## src/rtl/alu_operand_collector.sv

```systemverilog
// alu_operand_collector: assembles ALU operands/commands from a valid/ready stream and issues one operation per window
module alu_operand_collector #(
  parameter int WIDTH       = 8,
  parameter int CMD_W       = 4,
  parameter int TIMEOUT_CYC = 16,
  parameter int ISSUE_GAP   = 3
) (
  input  logic             CLK,
  input  logic             RST,
  input  logic             ENABLE,
  input  logic             IN_VALID,
  output logic             IN_READY,
  input  logic             IN_SEL,
  input  logic [WIDTH-1:0] IN_DATA,
  input  logic             IN_SINGLE,
  input  logic [CMD_W-1:0] IN_CMD,
  input  logic             IN_MODE,
  input  logic             IN_CIN,
  output logic [WIDTH-1:0] OPA,
  output logic [WIDTH-1:0] OPB,
  output logic [CMD_W-1:0] CMD,
  output logic             MODE,
  output logic             CIN,
  output logic             CE,
  output logic [1:0]       INP_VALID,
  output logic             TIMEOUT,
  output logic             BUSY
);
  localparam int CNT_W = $clog2((TIMEOUT_CYC > ISSUE_GAP ? TIMEOUT_CYC : ISSUE_GAP) + 1);
  typedef enum logic [1:0] {IDLE, WAIT, ISSUE, GAP} state_t;
  state_t state, state_n;
  logic [CNT_W-1:0] cnt;
  logic [1:0] vld, sel_bit;
  logic to_flag, acc, complete, expire;
  assign sel_bit   = IN_SEL ? 2'b10 : 2'b01;
  assign IN_READY  = !RST && CE && (state == IDLE || state == WAIT);
  assign acc       = IN_VALID && IN_READY;
  assign complete  = acc && state == WAIT && (vld | sel_bit) == 2'b11;
  assign expire    = state == WAIT && CE && cnt == CNT_W'(TIMEOUT_CYC - 1);
  assign INP_VALID = state == ISSUE ? vld : 2'b00;
  assign TIMEOUT   = state == ISSUE && to_flag;
  assign BUSY      = state != IDLE;
  // State register
  always_ff @(posedge CLK or posedge RST)
    if (RST) state <= IDLE;
    else state <= state_n;
  // Next state: a completing beat beats a timer expiring in the same cycle
  always_comb begin
    state_n = state;
    case (state)
      IDLE:    state_n = acc ? (IN_SINGLE ? ISSUE : WAIT) : IDLE;
      WAIT:    state_n = (complete || expire) ? ISSUE : WAIT;
      ISSUE:   state_n = GAP;
      GAP:     state_n = cnt == '0 ? IDLE : GAP;
      default: state_n = IDLE;
    endcase
  end
  // Operand slots, command capture on the first beat, timer/gap counter
  always_ff @(posedge CLK or posedge RST)
    if (RST) begin
      OPA     <= '0;
      OPB     <= '0;
      CMD     <= '0;
      MODE    <= 1'b0;
      CIN     <= 1'b0;
      CE      <= 1'b0;
      vld     <= 2'b00;
      to_flag <= 1'b0;
      cnt     <= '0;
    end else begin
      CE      <= ENABLE;
      to_flag <= expire && !complete;
      cnt     <= state == WAIT ? (CE ? cnt + 1'b1 : cnt) :
                 state == ISSUE ? CNT_W'(ISSUE_GAP - 1) :
                 state == GAP && cnt != '0 ? cnt - 1'b1 : '0;
      OPA     <= !acc ? OPA : !IN_SEL ? IN_DATA : state == IDLE ? '0 : OPA;
      OPB     <= !acc ? OPB : IN_SEL ? IN_DATA : state == IDLE ? '0 : OPB;
      CMD     <= acc && state == IDLE ? IN_CMD : CMD;
      MODE    <= acc && state == IDLE ? IN_MODE : MODE;
      CIN     <= acc && state == IDLE ? IN_CIN : CIN;
      vld     <= !acc ? vld : state == IDLE ? sel_bit : vld | sel_bit;
    end
endmodule

```

## config.mk

```make
export PLATFORM = sky130hd
export DESIGN_NAME = alu_operand_collector
export DESIGN_NICKNAME = d
export VERILOG_FILES = /design/src/rtl/alu_operand_collector.sv
export SDC_FILE = /design/constraint.sdc
export NUM_CORES = 1
export LEC_CHECK = 0
export CAP_MARGIN = 20
export CORE_AREA = 5 5 68 70
export CTS_CLUSTER_DIAMETER = 200
export DETAILED_ROUTE_END_ITERATION = 8
export DIE_AREA = 0 0 73 75
export PLACE_DENSITY = 0.7
export SLEW_MARGIN = 30
export SYNTH_ARGS = -nofsm -noshare
export SYNTH_HDL_FRONTEND = slang
export SYNTH_SLANG_ARGS = --single-unit
```

## constraint.sdc

```tcl
create_clock -name CLK -period 2.1 [get_ports CLK]
set_input_delay 0.315 -clock CLK [delete_from_list [all_inputs] [get_ports CLK]]
set_output_delay 0.315 -clock CLK [all_outputs]
set_load 0.02 [all_outputs]
```

# Word-level counts from Yosys, hierarchy flattened
# Index checks and enable logic that the tools add are counted.
[word_totals]
reg_bits = 33
latch_bits = 0
ram_bits = 0
mem_bits_ro = 0
in_bits = 20
out_inout_bits = 28
elab_cells = 57
mem_count = 0
[op_classes]
n_addsub = 2
multipliers = 0
n_div = 0
order_cmp = 0
n_eq_ne = 7
n_shift = 0
muxes = 15
bitwise = 1
n_reduce_logical = 22
[op_table]
columns = ["op", "count"]
rows = [
  ["2-to-1 mux 8 bit", 3],
  ["2-to-1 mux 5 bit", 4],
  ["2-to-1 mux 2 bit", 7],
  ["logical AND 1 bit", 11],
  ["one-hot mux 2 bit (4 select lines)", 1],
  ["== test 2 bit (second input constant)", 3],
  ["adder 5 x 1 -> 5 bit (second input constant)", 1],
  ["== test 5 x 4 -> 1 bit (second input constant)", 1],
  ["zero test 5 bit", 1],
  ["nonzero test 5 bit", 1],
  ["subtractor 5 x 1 -> 5 bit (second input constant)", 1],
  ["AND reduction 2 bit", 2],
  ["nonzero test 2 bit", 2],
  ["== test 2 x 1 -> 1 bit (second input constant)", 1],
  ["zero test 1 bit", 2],
  ["zero test 2 bit", 1],
  ["logical OR 1 bit", 2],
  ["inequality test 2 x 1 -> 1 bit (second input constant)", 1],
  ["inequality test 2 bit (second input constant)", 1],
  ["bitwise OR 2 bit", 1],
]

# Depth between registers and ports, before layout
# Gate-level depths: netlist (run 1).
[logic_depth]
ltp_word = 9
ltp_mapped = 6
depth_no_buf = 6

# Least setup slack after synthesis (run 1)
# Ideal clock, no wire load.
[synth_path]
path_type = "input to output"
start = "input port RST"
end = "output port IN_READY"
arrival_ps = 1416
required_ps = 1785
setup_slack_ps = 369
stages = 2
n_path_buf = 0
cell_sequence = "inv_1 > and3_1"
[synth_between]
elab_chain_len = 3
[synth_rtl]
columns = ["item", "line", "rtl"]
rows = [
  ["start: declaration", "9", "input logic RST,"],
  ["zero test 1 bit (no source line)", "--", ""],
  ["logical AND 1 bit (2 in series)", "36", "assign IN_READY = !RST && CE && (state == IDLE || state == WAIT);"],
  ["end: declaration", "12", "output logic IN_READY,"],
]
# Every way passes these cells.

# Final worst setup path (run 1)
[layout_path]
start = "register state[0]"
end = "output port BUSY"
[layout_between]
elab_chain_len = 1
[layout_rtl]
columns = ["item", "line", "rtl"]
rows = [
  ["start: declaration", "31", "state_t state, state_n;"],
  ["start signal: assignment", "46", "else state <= state_n;"],
  ["nonzero test 2 bit", "42", "assign BUSY = state != IDLE;"],
  ["end: declaration", "27", "output logic BUSY"],
]
# Every way passes these cells.

==> metrics.txt, run 1 <==
status=complete, no violations; pin count of the biggest net entering global routing=34; worst vdd ir=roughly 0.00063 V; Top FF cell, synth=dfrtp_1; leakage=1.04 nW; Netlist cell types=36; share of layout cells above drive strength 1=14.5%; Sink Count=33; Starting DRT DRC Count=63; Worst Tran Pin Value=0.446 ns; Netlist Area Pre-Place=1570 um^2; Synth Register Bits=33; CP Capture Type=output port; Tcrit/Tclk final=94.4%; post-route cell area=2200 um^2; most common cell after layout, fill and taps aside=clkdlybuf4s50_1; Clock Root Buffer=clkbuf_8; setup TNS=0 ns; met2 wire length=between 1.5 and 2 mm; Setup-failing EPs final=0; Avg Inst Size Synth=approximately 12 um^2; Starting Density=40.0%; Die X=approximately 73 um; met3 WL post-DR=221 um; max-slew violation count=0; Die Y=75 um; sequential cell area fraction in the yosys report=between 50% and 60%; global-route wire length before repair=between 6 and 7 mm; total track usage=14.9%; # diodes=0; # port buffers=47; Vias=1223; final wirelength=3.84 mm; max layer used=met4; Initial DRT Pass Iterations=4; HPWL Detailed=approximately 2.8 mm; CTS tree=done; RSZ-0062 raised after global routing=no; met1 wire length=1.64 mm; YS warnings=0; Detail Route Antenna Nets=0; Final min period=1.98 ns; Via density=5.34; Req. time, crit path=roughly 1.8 ns; critical path type=reg2out; Crit Path Max Fanout=7; Core ar.=3910 um^2; routability cong.=0.870; Final nets=201; Placement Setup Slack=0.164 ns; Hold Path Class=in2reg; Max Cap Viol=0; Design Power=3.08 mW; critical path data arrival time=1.67 ns; Filler cells=340; EDFF count, synth=0; CTS Buf Count=5; Startpoint Class=flop; H-tree depth=2; synthesized instance count=126; leading cell types in the layout, fill and taps excluded=clkdlybuf4s50_1, dfrtp_1, a22o_1; gr ovfl total=0; die area=5480 um^2; I/O pins=between 40 and 50; vias in the first global route=~1300; worst setup margin=0.117 ns; syn_nets=149; routed wire length per instance=16.8 um; Rel. slew slack=between 70 and 80%; Min Hold Slack=0.490 ns; CP peak stage delay=0.60 ns; area delta synth->final=40.7%; final setup skew=0.00398 ns; Rows=23; CTS max path bufs=2; slowest CP cell=clkdlybuf4s50_1; crit-path cells=inv_1 > buf_4 > nand2_1 > clkdlybuf4s50_1; Async SR Flop Fraction=100%; Area after DPL=2100 um^2; PwrDens=1400 nW/um^2; worst-skew pair later-pin latency=0.28 ns; final hold viol count=0; fmax=504 MHz; DRC viols=0; initial antenna violation count=0; Clock transition at path regs=0.07 ns
-- cell usage after synthesis (2+ instances only) --
master    instances  share of area (%)
a21o_1            4                1.9
a21oi_1           4                1.3
a221oi_1          2                1.1
a22o_1           19                 11
a22oi_2           2                1.6
and2_1            2               0.80
and3_1            5                2.0
buf_2             2               0.64
clkbuf_1          3               0.72
dfrtp_1          33                 53
ha_1              3                2.4
inv_1             8                1.9
mux2_2            2                1.4
mux2_4            6                5.8
nand2_1           4               0.96
nor2_1            4               0.96
o211ai_1          2               0.96
o21ai_0           2               0.64
o311a_1           2                1.3
-- per-stage QoR --
step / utilization [%] / cells
2_1_floorplan: - / 126
3_3_place_gp: 53.6 / 221
3_5_place_dp: 53.6 / 221
4_1_cts: 56.2 / 229
5_1_grt: 56.3 / 229
6_report: 56.3 / 229
-- registers in the layout (all words and copies together), names as in the netlist --
register / cells
CIN: 1
CMD: 4
state: 2
OPB: 8
to_flag: 1
vld: 2
cnt: 5
MODE: 1
OPA: 8
CE: 1
-- critical path, delay by kind of cell (launching register included) --
| kind | cells | cell delay (ns) |
|---|---|---|
| buffers and inverters | 3 | 0.88 |
| flip-flops | 1 | 0.45 |
| AND/OR/NAND/NOR | 1 | 0.06 |
-- repair_timing --
action / CTS / global route
resized for setup: 0 / 1
hold buffers: 0 / 0
buffers inserted: 0 / 0
endpoints found under the hold margin: 0 / 0
setup endpoints to repair: 0 / 1
-- logic make-up (layout without fill, tap and decap cells) --
family	Yosys count	in the layout	synth area share [%]
muxes	9	9	7.83
AOI/OAI and AO/OA	40	40	21.2
buffers and inverters	15	68	4.31
DFF	33	33	52.7
and+or+nand+nor	26	26	11.6
adders and majority gates	3	3	2.40
-- routing by layer --
layer	vias to the layer above	track usage, %
met2	33	24.9
met1	608	18.1
met3	5	4.94
met5	-	0
met4	0	5.33
li1	577	-
-- power breakdown --
group,switching [mW],internal (mW)
combinational,0.671,0.779
clock,0.222,0.296
sequential,0.216,0.896
total,1.11,1.97
-- final timing paths --
path	start	end	slack, ns	depth (start not counted)
hold / removal	ENABLE	CE	0.49	1
setup / recovery	state[0]	BUSY	0.12	4
setup reg to reg	cnt[0]	cnt[3]	0.42	5
max in group asynchronous	RST	OPA[0]	1.26	3
min in group asynchronous	RST	state[1]	0.53	3
hold reg to reg	OPB[2]	OPB[2]	0.50	1
-- layout make-up --
class                      instances  area [um^2]  area share, %
sequential                        33          826           37.5
multi-input combinational         78          673           30.6
timing repair buffer              52          510           23.2
clock buffer                       7         96.3           4.37
tap                               50         62.6           2.84
inverter                           8         30.0           1.36
clock inverter                     1         5.00          0.227
Power figures use the tool's default switching activity.
==> run 2, diff against run 1 <==
ABC_AREA = 1   (was not set)
PLACE_DENSITY = 0.71   (was 0.7)
==> run 2 against run 1 <==
Against the previous run: die area unchanged; combinational power down 11%; area after synthesis up 1.8%; highest routed layer unchanged.
==> metrics.txt, run 2 <==
status=complete, no violations (unchanged); YS warnings=0 (unchanged); leading cell types in the layout, fill and taps excluded=nand2_1, clkdlybuf4s50_1, dfrtp_1 (was clkdlybuf4s50_1, dfrtp_1, a22o_1); Crit Path Max Fanout=3 (was 7); sequential cell area fraction in the yosys report=51.8% (was 52.7%); P_sw=1.10 mW (was 1.11 mW); worst vdd ir=0.000748 V (was 0.000626 V); Final min period=1.91 ns (was 1.98 ns); CP Capture Type=output port (unchanged); PwrDens=1260 nW/um^2 (was 1400 nW/um^2); CP peak stage delay=0.61 ns (was 0.60 ns); r2r setup slk=0.69 ns (was 0.42 ns); final setup skew=0.00388 ns (was 0.00398 ns); Synth Register Bits=33 (unchanged); GR peak layer=met2 (unchanged); setup repair bufs after CTS=0 (unchanged); die area=5480 um^2 (unchanged); CTS max path bufs=2 (unchanged); Vias=1459 (was 1223); fmax=523 MHz (was 504 MHz); Design Power=2.77 mW (was 3.08 mW); Filler cells=396 (was 340); total track usage=15.7% (was 14.9%); critical path type=in2out (was reg2out); Gate power share=46.6% (was 47.1%); commonest cells in the netlist=nand2_1, dfrtp_1, nand3_1 (was dfrtp_1, a22o_1, inv_1); Netlist Area Pre-Place=1600 um^2 (was 1570 um^2); leakage=1.16 nW (was 1.04 nW); Detail Route Antenna Nets=0 (unchanged); HPWL Detailed=2.72 mm (was 2.80 mm); Final nets=278 (was 201); CTS tree=done (unchanged); share of layout cells above drive strength 1=7.42% (was 14.5%); worst-skew pair later-pin latency=0.28 ns (about the same); RSZ-0062 raised after global routing=no (unchanged); Sink Count=33 (unchanged); Initial DRT Pass Iterations=4 (unchanged); cts hold-fix bufs=0 (unchanged); global-route wire length before repair=6.64 mm (was 6.27 mm); final wirelength=3.69 mm (was 3.84 mm); Die Y=75 um (unchanged); EDFF count, synth=0 (unchanged); Starting Density=40.8% (was 40.0%); sw frac=39.6% (was 36.0%); # diodes=0 (unchanged); pin count of the biggest net entering global routing=34 (unchanged); Netlist cell types=19 (was 36); Clock transition at path regs=0.06 ns (was 0.07 ns); internal power=1.67 mW (was 1.97 mW); Max Cap Viol=0 (unchanged); Hold Path Class=in2reg (unchanged); critical path data arrival time=1.60 ns (was 1.67 ns); most common cell after layout, fill and taps aside=nand2_1 (was clkdlybuf4s50_1); biggest regs=OPA (8), OPB (8), cnt (5) (unchanged); met2 usage=24.0% (was 24.9%); routed wire length per instance=12.0 um (was 16.8 um); synthesized instance count=202 (was 126); H-tree depth=2 (unchanged); Starting DRT DRC Count=76 (was 63); GR Layer Usage met1=19.6% (was 18.1%); Via density=4.77 (was 5.34); gr ovfl total=0 (unchanged); # port buffers=47 (unchanged); Tcrit/Tclk final=91.1% (was 94.4%); Rows=23 (unchanged); Req. time, crit path=1.78 ns (about the same); crit-path leading delay family=buffers and inverters (unchanged); syn_nets=225 (was 149); area delta synth->final=38.0% (was 40.7%); DRC viols=0 (unchanged); area fraction of the dominant cell type after synthesis=51.8% (was 52.7%); largest cells by area after synthesis=dfrtp_1, nand2_1, nand3_1 (was dfrtp_1, a22o_1, mux2_4); setup TNS=0 ns (unchanged); number of buffers and inverters on the critical path=2 (was 3); Top FF cell, synth=dfrtp_1 (unchanged); slowest CP cell=clkdlybuf4s50_1 (unchanged); Async SR Flop Fraction=100% (unchanged); max-slew violation count=0 (unchanged); Core ar.=3910 um^2 (unchanged); Rel. slew slack=72.0% (was 70.3%); top-count cell post-synth=nand2_1 (was dfrtp_1); Reg power frac=37.0% (was 36.1%); most used cell, CP=clkdlybuf4s50_1; initial antenna violation count=0 (unchanged); Avg Inst Size Synth=7.90 um^2 (was 12.4 um^2); met3 Usage GRT=8.28% (was 4.94%); cell taking the most area after synthesis=dfrtp_1 (unchanged); Worst Tran Pin Value=0.420 ns (was 0.446 ns); crit-path cells=clkdlybuf4s50_1 > nor2_4 > clkdlybuf4s50_1 (was inv_1 > buf_4 > nand2_1 > clkdlybuf4s50_1); vias in the first global route=1461 (was 1259); clock share of power=16.4% (was 16.8%); Die X=73 um (unchanged); CTS Buf Count=5 (unchanged); I/O pins=48 (unchanged); Startpoint Class=input port (was flop); Clock Root Buffer=clkbuf_8 (unchanged); Setup-failing EPs final=0 (unchanged); final hold viol count=0 (unchanged); routability cong.=0.822 (was 0.870)
run 2: kinds of logic (layout without fill, tap and decap cells):
kind of cell             after synthesis  in the layout  synth area share [%]
adder cells (fa/ha/maj)                3              3                  2.35
AO/OA/AOI/OAI                          7              7                  2.43
buffers and inverters                 27             81                  7.53
AND/OR/NAND/NOR                      132            132                  35.9
flip-flops                            33             33                  51.8
run 2: metrics by stage:
step	hold slack (ns)	area, um^2	setup slack [ns]	instances	util, %
floorplan	0.346	1600	0.738	202	-
global placement	0.453	2110	0.207	298	54.0
CTS	0.465	2190	0.0603	306	56.0
detailed placement	0.462	2110	0.175	298	54.0
global route	0.460	2200	0.109	306	56.2
finish	0.473	2200	0.186	306	56.2
run 2: cell type report:
type	count	area [um^2]	area share, %
well taps	50	62.6	2.84
clock buffers	8	80.1	3.64
inverters	24	90.1	4.09
multi-input cells	142	649	29.5
repair buffers	49	493	22.4
flip-flops and latches	33	826	37.5
run 2: what timing repair did:
action | CTS | global route
gates resized for setup | 0 | 3
hold endpoints to repair | 0 | 0
endpoints found under the setup margin | 0 | 3
run 2: path summary, 6_finish.rpt:
path,startpoint,endpoint,cells past startpoint
setup / recovery,RST,IN_READY,3
hold / removal,ENABLE,CE,1
setup reg to reg,cnt[0],state[1],7
hold reg to reg,CMD[0],CMD[0],2
max in group asynchronous,RST,cnt[3],3
min in group asynchronous,RST,state[0],3
run 2: power groups by stage:
stage | clock network (mW) | logic (mW) | registers, mW
after floorplan | 0 | 0.553 | 1.22
after global placement | 0 | 1.28 | 1.03
after detailed placement | 0 | 1.30 | 1.02
after CTS | 0.463 | 1.30 | 1.02
after global routing | 0.509 | 1.43 | 1.06
final | 0.454 | 1.29 | 1.02
run 2: metal layers:
| layer | vias to the layer above | wire, um |
|---|---|---|
| met2 | 55 | 1580 |
| met4 | 0 | 40 |
| met1 | 661 | 1650 |
| met3 | 7 | 411 |
| met5 | - | 0 |
| li1 | 736 | - |
==> run 3, diff against run 2 <==
HOLD_SLACK_MARGIN = 0.15   (was not set)
PLACE_DENSITY = not set   (was 0.71)
PLACE_DENSITY_LB_ADDON = 0.15   (was not set)
==> run 3 against run 2 <==
Against the previous run: total power is 1.1% lower; critical endpoint unchanged; critical path type unchanged; largest cell class unchanged; non-clock buffer count stayed put; worst hold slack worse by 0.045 ns.
==> metrics.txt, run 3 (same netlist as run 2, synthesis figures left out) <==
vias in the first global route=1432 (was 1461); routability cong.=0.811 (was 0.822); Starting Density=40.8% (unchanged); biggest regs=OPA (8), OPB (8), cnt (5) (unchanged); most common cell after layout, fill and taps aside=nand2_1 (unchanged); final wirelength=3.75 mm (was 3.69 mm); footprint of the multi-input gates=649 um^2 (unchanged); fmax=524 MHz (was 523 MHz); Sink Count=33 (unchanged); PwrDens=1240 nW/um^2 (was 1260 nW/um^2); Worst Tran Pin Value=0.353 ns (was 0.420 ns); pin count of the biggest net entering global routing=30 (was 34); CTS max path bufs=2 (unchanged); share of layout cells above drive strength 1=7.87% (was 7.42%); die area=5480 um^2 (unchanged); area delta synth->final=38.4% (was 38.0%); I/O pins=48 (unchanged); Setup-failing EPs final=0 (unchanged); Req. time, crit path=1.78 ns (about the same); Initial DRT Pass Iterations=4 (unchanged); leakage=1.17 nW (was 1.16 nW); setup repair bufs after CTS=0 (unchanged); Die X=73 um (unchanged); Rel. slew slack=76.5% (was 72.0%); Startpoint Class=input port (unchanged); status=complete, no violations (unchanged); max-slew violation count=0 (unchanged); routed wire length per instance=12.3 um (was 12.0 um); Max Cap Viol=0 (unchanged); Core ar.=3910 um^2 (unchanged); worst-skew pair later-pin latency=0.27 ns (was 0.28 ns); Rows=23 (unchanged); Clock Root Buffer=clkbuf_8 (unchanged); Crit Path Max Fanout=3 (unchanged); setup TNS=0 ns (unchanged); Hold Path Class=in2async (was in2reg); # diodes=0 (unchanged); Min Hold Slack=0.427 ns (was 0.473 ns); Final min period=1.91 ns (about the same); Final nets=278 (unchanged); HPWL Detailed=2.80 mm (was 2.72 mm); critical path data arrival time=1.59 ns (was 1.60 ns); # port buffers=47 (unchanged); Tcrit/Tclk final=90.9% (was 91.1%); final setup skew=0.00253 ns (was 0.00388 ns); CTS tree=done (unchanged); DRC viols=0 (unchanged); gr ovfl total=0 (unchanged); Starting DRT DRC Count=99 (was 76); H-tree depth=2 (unchanged); Filler cells=388 (was 396); initial antenna violation count=0 (unchanged); Die Y=75 um (unchanged); global-route wire length before repair=6.44 mm (was 6.64 mm); total track usage=15.3% (was 15.7%); critical path type=in2out (unchanged); Vias=1414 (was 1459); final hold viol count=0 (unchanged); Via density=4.65 (was 4.77); Reg area=826 um^2 (unchanged); CTS Buf Count=5 (unchanged); leading cell types in the layout, fill and taps excluded=nand2_1, clkdlybuf4s50_1, dfrtp_1 (unchanged); worst vdd ir=0.000532 V (was 0.000748 V); Detail Route Antenna Nets=0 (unchanged); Clock transition at path regs=0.06 ns (about the same); CP Capture Type=output port (unchanged); RSZ-0062 raised after global routing=no (unchanged)
## run 3: what timing repair did
| item | in CTS | in global routing |
|---|---|---|
| setup endpoints to repair | 0 | 3 |
| hold endpoints to repair | 0 | 0 |
| resized for setup | 0 | 3 |
| hold buffers | 0 | 0 |
## run 3: per-layer routing
metal  GRT usage (%)  up-vias  share of wire, %
met5               0        -                 0
met4            4.30        0              0.53
met3            5.34        2               4.7
met2            25.7       28                51
met1            18.8      655                43
li1                -      729                 -
## run 3: final cells by class
class | count | share of cell area (%)
tap | 50 | 2.83
timing repair buffer | 49 | 22.9
multi-input combinational | 142 | 29.4
clock buffer | 5 | 3.12
clock inverter | 1 | 0.227
sequential | 33 | 37.4
inverter | 24 | 4.08
## run 3: path summary, 6_finish.rpt
kind | start | slack, ns | endpoint | cells past startpoint
max reg2reg | cnt[0] | 0.64 | cnt[0] | 7
min | RST | 0.43 | CE | 2
min in group CLK | CMD[2] | 0.47 | CMD[2] | 2
max in group asynchronous | RST | 1.25 | OPB[1] | 3
max | RST | 0.19 | IN_READY | 3
min reg2reg | CMD[2] | 0.47 | CMD[2] | 2
## run 3: worst max-delay path, cell delays in order
cell             delay, ns
clkdlybuf4s50_1       0.51
nor2_4                0.15
clkdlybuf4s50_1       0.61
## run 3: report_power, final
group	internal, mW	total, mW	switching, mW
Clock	0.218	0.422	0.205
Combinational	0.570	1.29	0.723
Sequential	0.867	1.02	0.153
Total	1.65	2.74	1.08
## run 3: metrics by stage
stage	cells	util [%]	power, mW	cell area [um^2]	setup WS (ns)
after floorplan	202	-	1.77	1600	0.738
after CTS	304	56.2	2.77	2200	0.0855
after global placement	298	54.3	2.32	2130	0.201
after detailed placement	298	54.3	2.33	2130	0.181
after global routing	304	56.4	2.95	2210	0.149
final	304	56.4	2.74	2210	0.192
